===== config.mk =====
export PLATFORM = sky130hd
export DESIGN_NAME = rrarb_ctrl
export DESIGN_NICKNAME = d
export VERILOG_FILES = /design/src/rtl/rrarb_ctrl.sv
export SDC_FILE = /design/constraint.sdc
export NUM_CORES = 1
export LEC_CHECK = 0
export CORE_UTILIZATION = 35
export DETAILED_ROUTE_END_ITERATION = 8
export PLACE_DENSITY = 0.57
export SLEW_MARGIN = 20
export SYNTH_ARGS = -nofsm -noshare
export SYNTH_HDL_FRONTEND = slang
export SYNTH_SLANG_ARGS = --single-unit

===== constraint.sdc =====
create_clock -name ck -period 2.2 [get_ports ck]
set_clock_uncertainty 0.15 [all_clocks]
set_input_delay 0.22 -clock ck [delete_from_list [all_inputs] [get_ports ck]]
set_output_delay 0.22 -clock ck [all_outputs]
set_load 0.05 [all_outputs]

===== src/rtl/rrarb_ctrl.sv =====
// Round-robin owner sequencer for a single shared resource: one-hot registered grant,
// optional hold limit with forced release, and a fixed idle turnaround between owners.
module rrarb_ctrl #(
    parameter int unsigned N        = 4,
    parameter int unsigned MAX_HOLD = 16,
    parameter int unsigned TURN_CYC = 1,
    localparam int unsigned IdW     = (N > 1) ? $clog2(N) : 1
) (
    input  logic           ck,
    input  logic           rst,
    input  logic [N-1:0]   req,
    output logic [N-1:0]   grant,
    output logic [IdW-1:0] gnt_id,
    output logic           busy,
    output logic           timeout
);

    typedef enum logic [1:0] {StIdle, StGrant, StTurn} state_e;

    localparam logic [7:0]     MaxHold = 8'(MAX_HOLD);
    localparam logic [3:0]     TurnCyc = 4'(TURN_CYC);
    localparam logic [IdW-1:0] LastId  = IdW'(N - 1);

    state_e         state_q, state_d;
    logic [IdW-1:0] ptr_q, ptr_d;
    logic [7:0]     hold_cnt_q, hold_cnt_d;
    logic [3:0]     turn_cnt_q, turn_cnt_d;
    logic [N-1:0]   grant_q, grant_d;
    logic [IdW-1:0] gnt_id_q, gnt_id_d;
    logic           busy_q, busy_d;
    logic           timeout_q, timeout_d;

    logic           pick_found;
    logic [IdW-1:0] pick_id;
    logic [IdW-1:0] cand;
    int unsigned    cand_idx;
    logic           owner_req;
    logic           force_rel;

    // First requester found scanning upward from ptr, wrapping at N.
    always_comb begin
        pick_found = 1'b0;
        pick_id    = '0;
        cand       = '0;
        cand_idx   = 0;
        for (int unsigned i = 0; i < N; i++) begin
            cand_idx = (32'(ptr_q) + i) % N;
            cand     = IdW'(cand_idx);
            if (!pick_found && req[cand]) begin
                pick_found = 1'b1;
                pick_id    = cand;
            end
        end
    end

    assign owner_req = req[gnt_id_q];
    assign force_rel = owner_req && (MAX_HOLD != 0) && (hold_cnt_q == MaxHold);

    always_comb begin
        state_d    = state_q;
        ptr_d      = ptr_q;
        hold_cnt_d = hold_cnt_q;
        turn_cnt_d = turn_cnt_q;
        grant_d    = grant_q;
        gnt_id_d   = gnt_id_q;
        busy_d     = busy_q;
        timeout_d  = 1'b0;

        unique case (state_q)
            StIdle: begin
                if (pick_found) begin
                    grant_d          = '0;
                    grant_d[pick_id] = 1'b1;
                    gnt_id_d         = pick_id;
                    busy_d           = 1'b1;
                    hold_cnt_d       = 8'd1;
                    state_d          = StGrant;
                end
            end
            StGrant: begin
                if (!owner_req || force_rel) begin
                    grant_d   = '0;
                    busy_d    = 1'b0;
                    timeout_d = force_rel;
                    ptr_d     = (gnt_id_q == LastId) ? '0 : gnt_id_q + IdW'(1);
                    if (TURN_CYC != 0) begin
                        turn_cnt_d = TurnCyc;
                        state_d    = StTurn;
                    end else begin
                        state_d = StIdle;
                    end
                end else if (hold_cnt_q != 8'hff) begin
                    hold_cnt_d = hold_cnt_q + 8'd1;
                end
            end
            StTurn: begin
                if (turn_cnt_q <= 4'd1) begin
                    turn_cnt_d = '0;
                    state_d    = StIdle;
                end else begin
                    turn_cnt_d = turn_cnt_q - 4'd1;
                end
            end
            default: state_d = StIdle;
        endcase
    end

    always_ff @(posedge ck or posedge rst) begin
        if (rst) begin
            state_q    <= StIdle;
            ptr_q      <= '0;
            hold_cnt_q <= '0;
            turn_cnt_q <= '0;
            grant_q    <= '0;
            gnt_id_q   <= '0;
            busy_q     <= 1'b0;
            timeout_q  <= 1'b0;
        end else begin
            state_q    <= state_d;
            ptr_q      <= ptr_d;
            hold_cnt_q <= hold_cnt_d;
            turn_cnt_q <= turn_cnt_d;
            grant_q    <= grant_d;
            gnt_id_q   <= gnt_id_d;
            busy_q     <= busy_d;
            timeout_q  <= timeout_d;
        end
    end

    assign grant   = grant_q;
    assign gnt_id  = gnt_id_q;
    assign busy    = busy_q;
    assign timeout = timeout_q;

endmodule

# Word-level counts from Yosys, hierarchy flattened
# Cells that the tools add are included.
# classes
reduce_logical,19
magnitude_cmp,8
n_addsub,6
mux,40
n_eq_ne,10
# op_table
op,count
$mux W8,3
$lt A2 B3 Y1 const B,6
$mux W2,8
$mux W4,4
$pmux W4 S2,2
$pmux W8 S2,1
$mux W1,14
$bmux W1 S2,5
$ne A2 B2 Y1 const B,5
$add A8 B1 Y8 const B,1
$eq A8 B5 Y1 const B,1
$ne A8 B8 Y1 const B,1
$pmux W2 S3,1
$reduce_and A2 Y1,3
$reduce_and A3 Y1,2
$logic_and A1 B1 Y1,5
$add A2 B1 Y2 const B,2
$add A2 B2 Y2 const B,2
$eq A2 B2 Y1 const B,2
$le A4 B1 Y1 const B,1
$logic_not A1 Y1,4
$reduce_and A4 Y1,1
$reduce_bool A2 Y1,2
$sub A4 B1 Y4 const B,1
6 further kinds,6
# totals
word_cells,91
input_bits,6
regBits,24

# Logic depth before layout (Yosys ltp)
# logic_depth
ltp_word,18
depth_mapped,8
mapped_depth_nobuf,7

# Least setup slack after synthesis
# No wires, ideal clock.
# synth_timing
path_type,register to register
start,register hold_cnt_q[0]
end,register ptr_q[1]
period_less_slack_ns,2.265
setup_time_ns,0.125
arrival_time_ns,1.990
n_path_buf,1
required_time_ns,1.925
path_stages_with_launch,8
slack_ns,-0.065
cell_sequence,dfrtp_1 -> inv_1 -> ha_1 -> or4b_4 -> o41a_4 -> nand2b_4 -> buf_6 -> mux2_4
# synth_via
elab_chain_cells,4
# synth_lines
item,line,text
"start, declared",26,"logic [7:0] hold_cnt_q, hold_cnt_d;"
"start signal, assigned",121,hold_cnt_q <= hold_cnt_d;
$eq A8 B5 Y1,57,assign force_rel = owner_req && (MAX_HOLD != 0) && (hold_cnt_q == MaxHold);
$logic_and A1 B1 Y1,57,
$logic_or A1 B1 Y1,81,if (!owner_req || force_rel) begin
$reduce_and A2 Y1 (no line),--,
"end signal, assigned",120,ptr_q <= ptr_d;
"end, declared",25,"logic [IdW-1:0] ptr_q, ptr_d;"
# No other way between the ends.
# A chain may end at the register's enable or synchronous reset.

# Final worst setup path
# Ends and elaborated chain as after synthesis.

==> metrics.cfg <==
[final_layout]
num_antenna_cells = 0
drive_gt1_frac = 0.240
fin_area_sq_um = 1740
area_growth_pct = 33.8
fin_nets = 179
final-instance-count-excl-fill = 213

[logic_synthesis]
yosysSeqAreaShare = 0.461
ys_ff_latch = 24
async_flop_share = 1.00
ys_top_cells_by_count = dfrtp_1 (24), nand2_1 (16), inv_1 (10)
yosysMostFrequentCell = dfrtp_1
avgSynthCellArea_sq_um = 10.1
yosysTopAreaCellShare = 0.461
synth_ff_type = dfrtp_1
synth-edff-count = 0
synth_area_leaders = dfrtp_1 (46%), ha_1 (4.8%), nand2_1 (4.6%), a21oi_1 (3.5%), inv_1 (2.9%)
post-synth-top-area-cell = dfrtp_1
ys_warn_count = 0
synthCells = 129
syn-cell-area_sq_um = 1300
syn_nets = 140
ys_types = 37

[global_route]
grt_pass1_vias = 1112
grt_max_degree = 25
antenna_found_initial = 0
gr-total-overflow = 0
track_usage = 0.168
grt_first_pass_wirelength_mm = 5.20

[worst_setup_path]
slowest_delay_ns = 0.46
slowest_stage = or4b_4
critPathMaxFanout = 8
worst_setup_path_start_kind = register
r2r_setup_slack_ns = -0.05
cp-end-kind = register
path_cells = inv_2 -> ha_1 -> or4b_4 -> o41a_4 -> nand2b_4 -> mux2_4
cp.required_ns = 2.21
arrival_ns = 2.26
critPathKind = reg2reg

[run]
drv_cap = 0

[hold_path]
hold_path_class = in2async

[placed_design]
dpl.cell_count = 204
place.gp.congestion = 0.837
dpl_worst_slack_ns = -0.0376
dp_hpwl_mm = 2.17
placed_cell_area_sq_um = 1610
numPortBuffers = 13

[pwr]
p_per_area_nw_per_um2 = 1310
vdd_drop_max_mv = 0.820
p_leak_nw = 0.775

[die]
core_area_sq_um = 3440
die_h_um = 63.0
boundaryPins = 14
die_x_um = 63.0
start_util = 0.379
rows = 21
die_area_sq_um = 3970

[cts]
insertion_delay_ns = 0.27
cts.sinks = 24
numCtsBuffers = 3
ctsHoldBuffers = 0
cts_tree = done
cts_root_buf = clkbuf_8
h-tree-depth = 1
clockBufferDepth = 2
path_clk_slew_ns = 0.08

[timing]
maxSlewHeadroom = 0.603
finalMaxSlewViolations = 0
hold_ws_ns = 0.136
tns_ns = -0.0899
setup-violations-final = 3
worstMarginPinSlew_ns = 0.595
hold_viol_final = 0
finalCriticalPeriod_ns = 2.25
fmax_mhz = 444
min_period_over_period = 1.02
grt_setup_unrepaired = yes
setup_ws_ns = -0.0540

[detailed_routing]
vias = 1157
drt_iter0_markers = 88
drc_errors = 0
avgViaCountPerCell = 5.43
drt-wirelength-per-cell_um = 14.0
ant_nets = 0
drt_pre_antenna_iters = 4
routed_wl_mm = 2.98

[outcome]
failed_checks = negative setup slack
status = complete, but fails checks

[power by group]
part | internal (mW) | total (mW) | switching (mW)
combinational | 0.574 | 1.29 | 0.718
sequential | 0.578 | 0.691 | 0.113
clock | 0.160 | 0.302 | 0.142
[metal layers]
| layer | routed length (um) | global-route usage | vias up | share of wire |
|---|---|---|---|---|
| li1 | - | - | 562 | - |
| met4 | 29 | 0.0523 | 0 | 0.0097 |
| met3 | 66 | 0.0347 | 5 | 0.022 |
| met2 | 1450 | 0.270 | 10 | 0.49 |
| met1 | 1440 | 0.225 | 580 | 0.48 |
| met5 | 0 | 0 | - | 0 |
[through the flow]
| step | utilization | power [mW] |
|---|---|---|
| floorplan | - | 1.47 |
| global placement | 0.468 | 1.83 |
| detailed placement | 0.468 | 1.87 |
| CTS | 0.493 | 2.23 |
| global route | 0.507 | 2.46 |
| finish | 0.507 | 2.28 |
[timing repair]
action	in CTS	in global routing
pin swaps	0	5
setup buffers	1	2
gates resized for setup	1	8
setup endpoints to repair	6	17
gates cloned	2	0
[placed cells by master, fill, tap and decap left out, types with 2 or more instances in the layout]
cell	Yosys	final
dfrtp_1	24	24
o2bb2ai_1	3	3
clkbuf_8	0	4
nand3_1	6	5
or3_1	4	4
a22o_1	3	3
o31ai_1	5	4
nor4_1	3	3
a21oi_1	9	9
ha_1	5	5
o211ai_4	1	2
or4_1	3	3
nor3_1	2	2
buf_4	0	21
nor2_1	5	5
inv_1	10	9
nand2b_1	2	2
o21ai_1	2	3
clkdlybuf4s50_1	0	13
o21a_1	2	2
mux2i_1	3	3
nand2_1	16	15
[state kept, by name, indices dropped and copies added (netlist names)]
name        cells
ptr_q           2
state_q         2
timeout         1
gnt_id          2
hold_cnt_q      8
busy            1
turn_cnt_q      4
grant           4
[area by class of cell]
type / instances / area [sq um]
sequential: 24 / 601
timing repair buffer: 34 / 288
tap: 46 / 57.6
multi-input combinational: 95 / 706
clock buffer: 4 / 55.1
inverter: 10 / 37.5
fill: 317 / 1700
[final timing paths]
kind / start / endpoint / cells past startpoint
max: hold_cnt_q[0]$_DFFE_PP0P_ / ptr_q[1]$_DFFE_PP0P_ / 6
min: rst / ptr_q[0]$_DFFE_PP0P_ / 3
max reg2reg: hold_cnt_q[0]$_DFFE_PP0P_ / ptr_q[1]$_DFFE_PP0P_ / 6
min reg2reg: busy$_DFFE_PP0P_ / busy$_DFFE_PP0P_ / 2
max in group asynchronous: rst / timeout$_DFF_PP0_ / 3
min in group ck: busy$_DFFE_PP0P_ / busy$_DFFE_PP0P_ / 2
[worst max-delay path, delay by kind of cell, from the launching register on]
| kind | cells | cell delay (ns) |
|---|---|---|
| DFF | 1 | 0.40 |
| buffers and inverters | 1 | 0.07 |
| and+or+nand+nor | 2 | 0.66 |
| adders and majority gates | 1 | 0.13 |
| AOI/OAI and AO/OA | 1 | 0.43 |
| muxes | 1 | 0.31 |
[kinds of logic (layout without fill, tap and decap cells)]
family,after synthesis,count (layout),share of synthesized area
adder cells (fa/ha/maj),5,5,0.0480
multiplexers,5,5,0.0518
flip-flops,24,24,0.461
buffers and inverters,12,48,0.0403
AO/OA/AOI/OAI,32,33,0.185
AND/OR/NAND/NOR,51,52,0.214
Note: power is estimated with default switching activity, not from simulation.
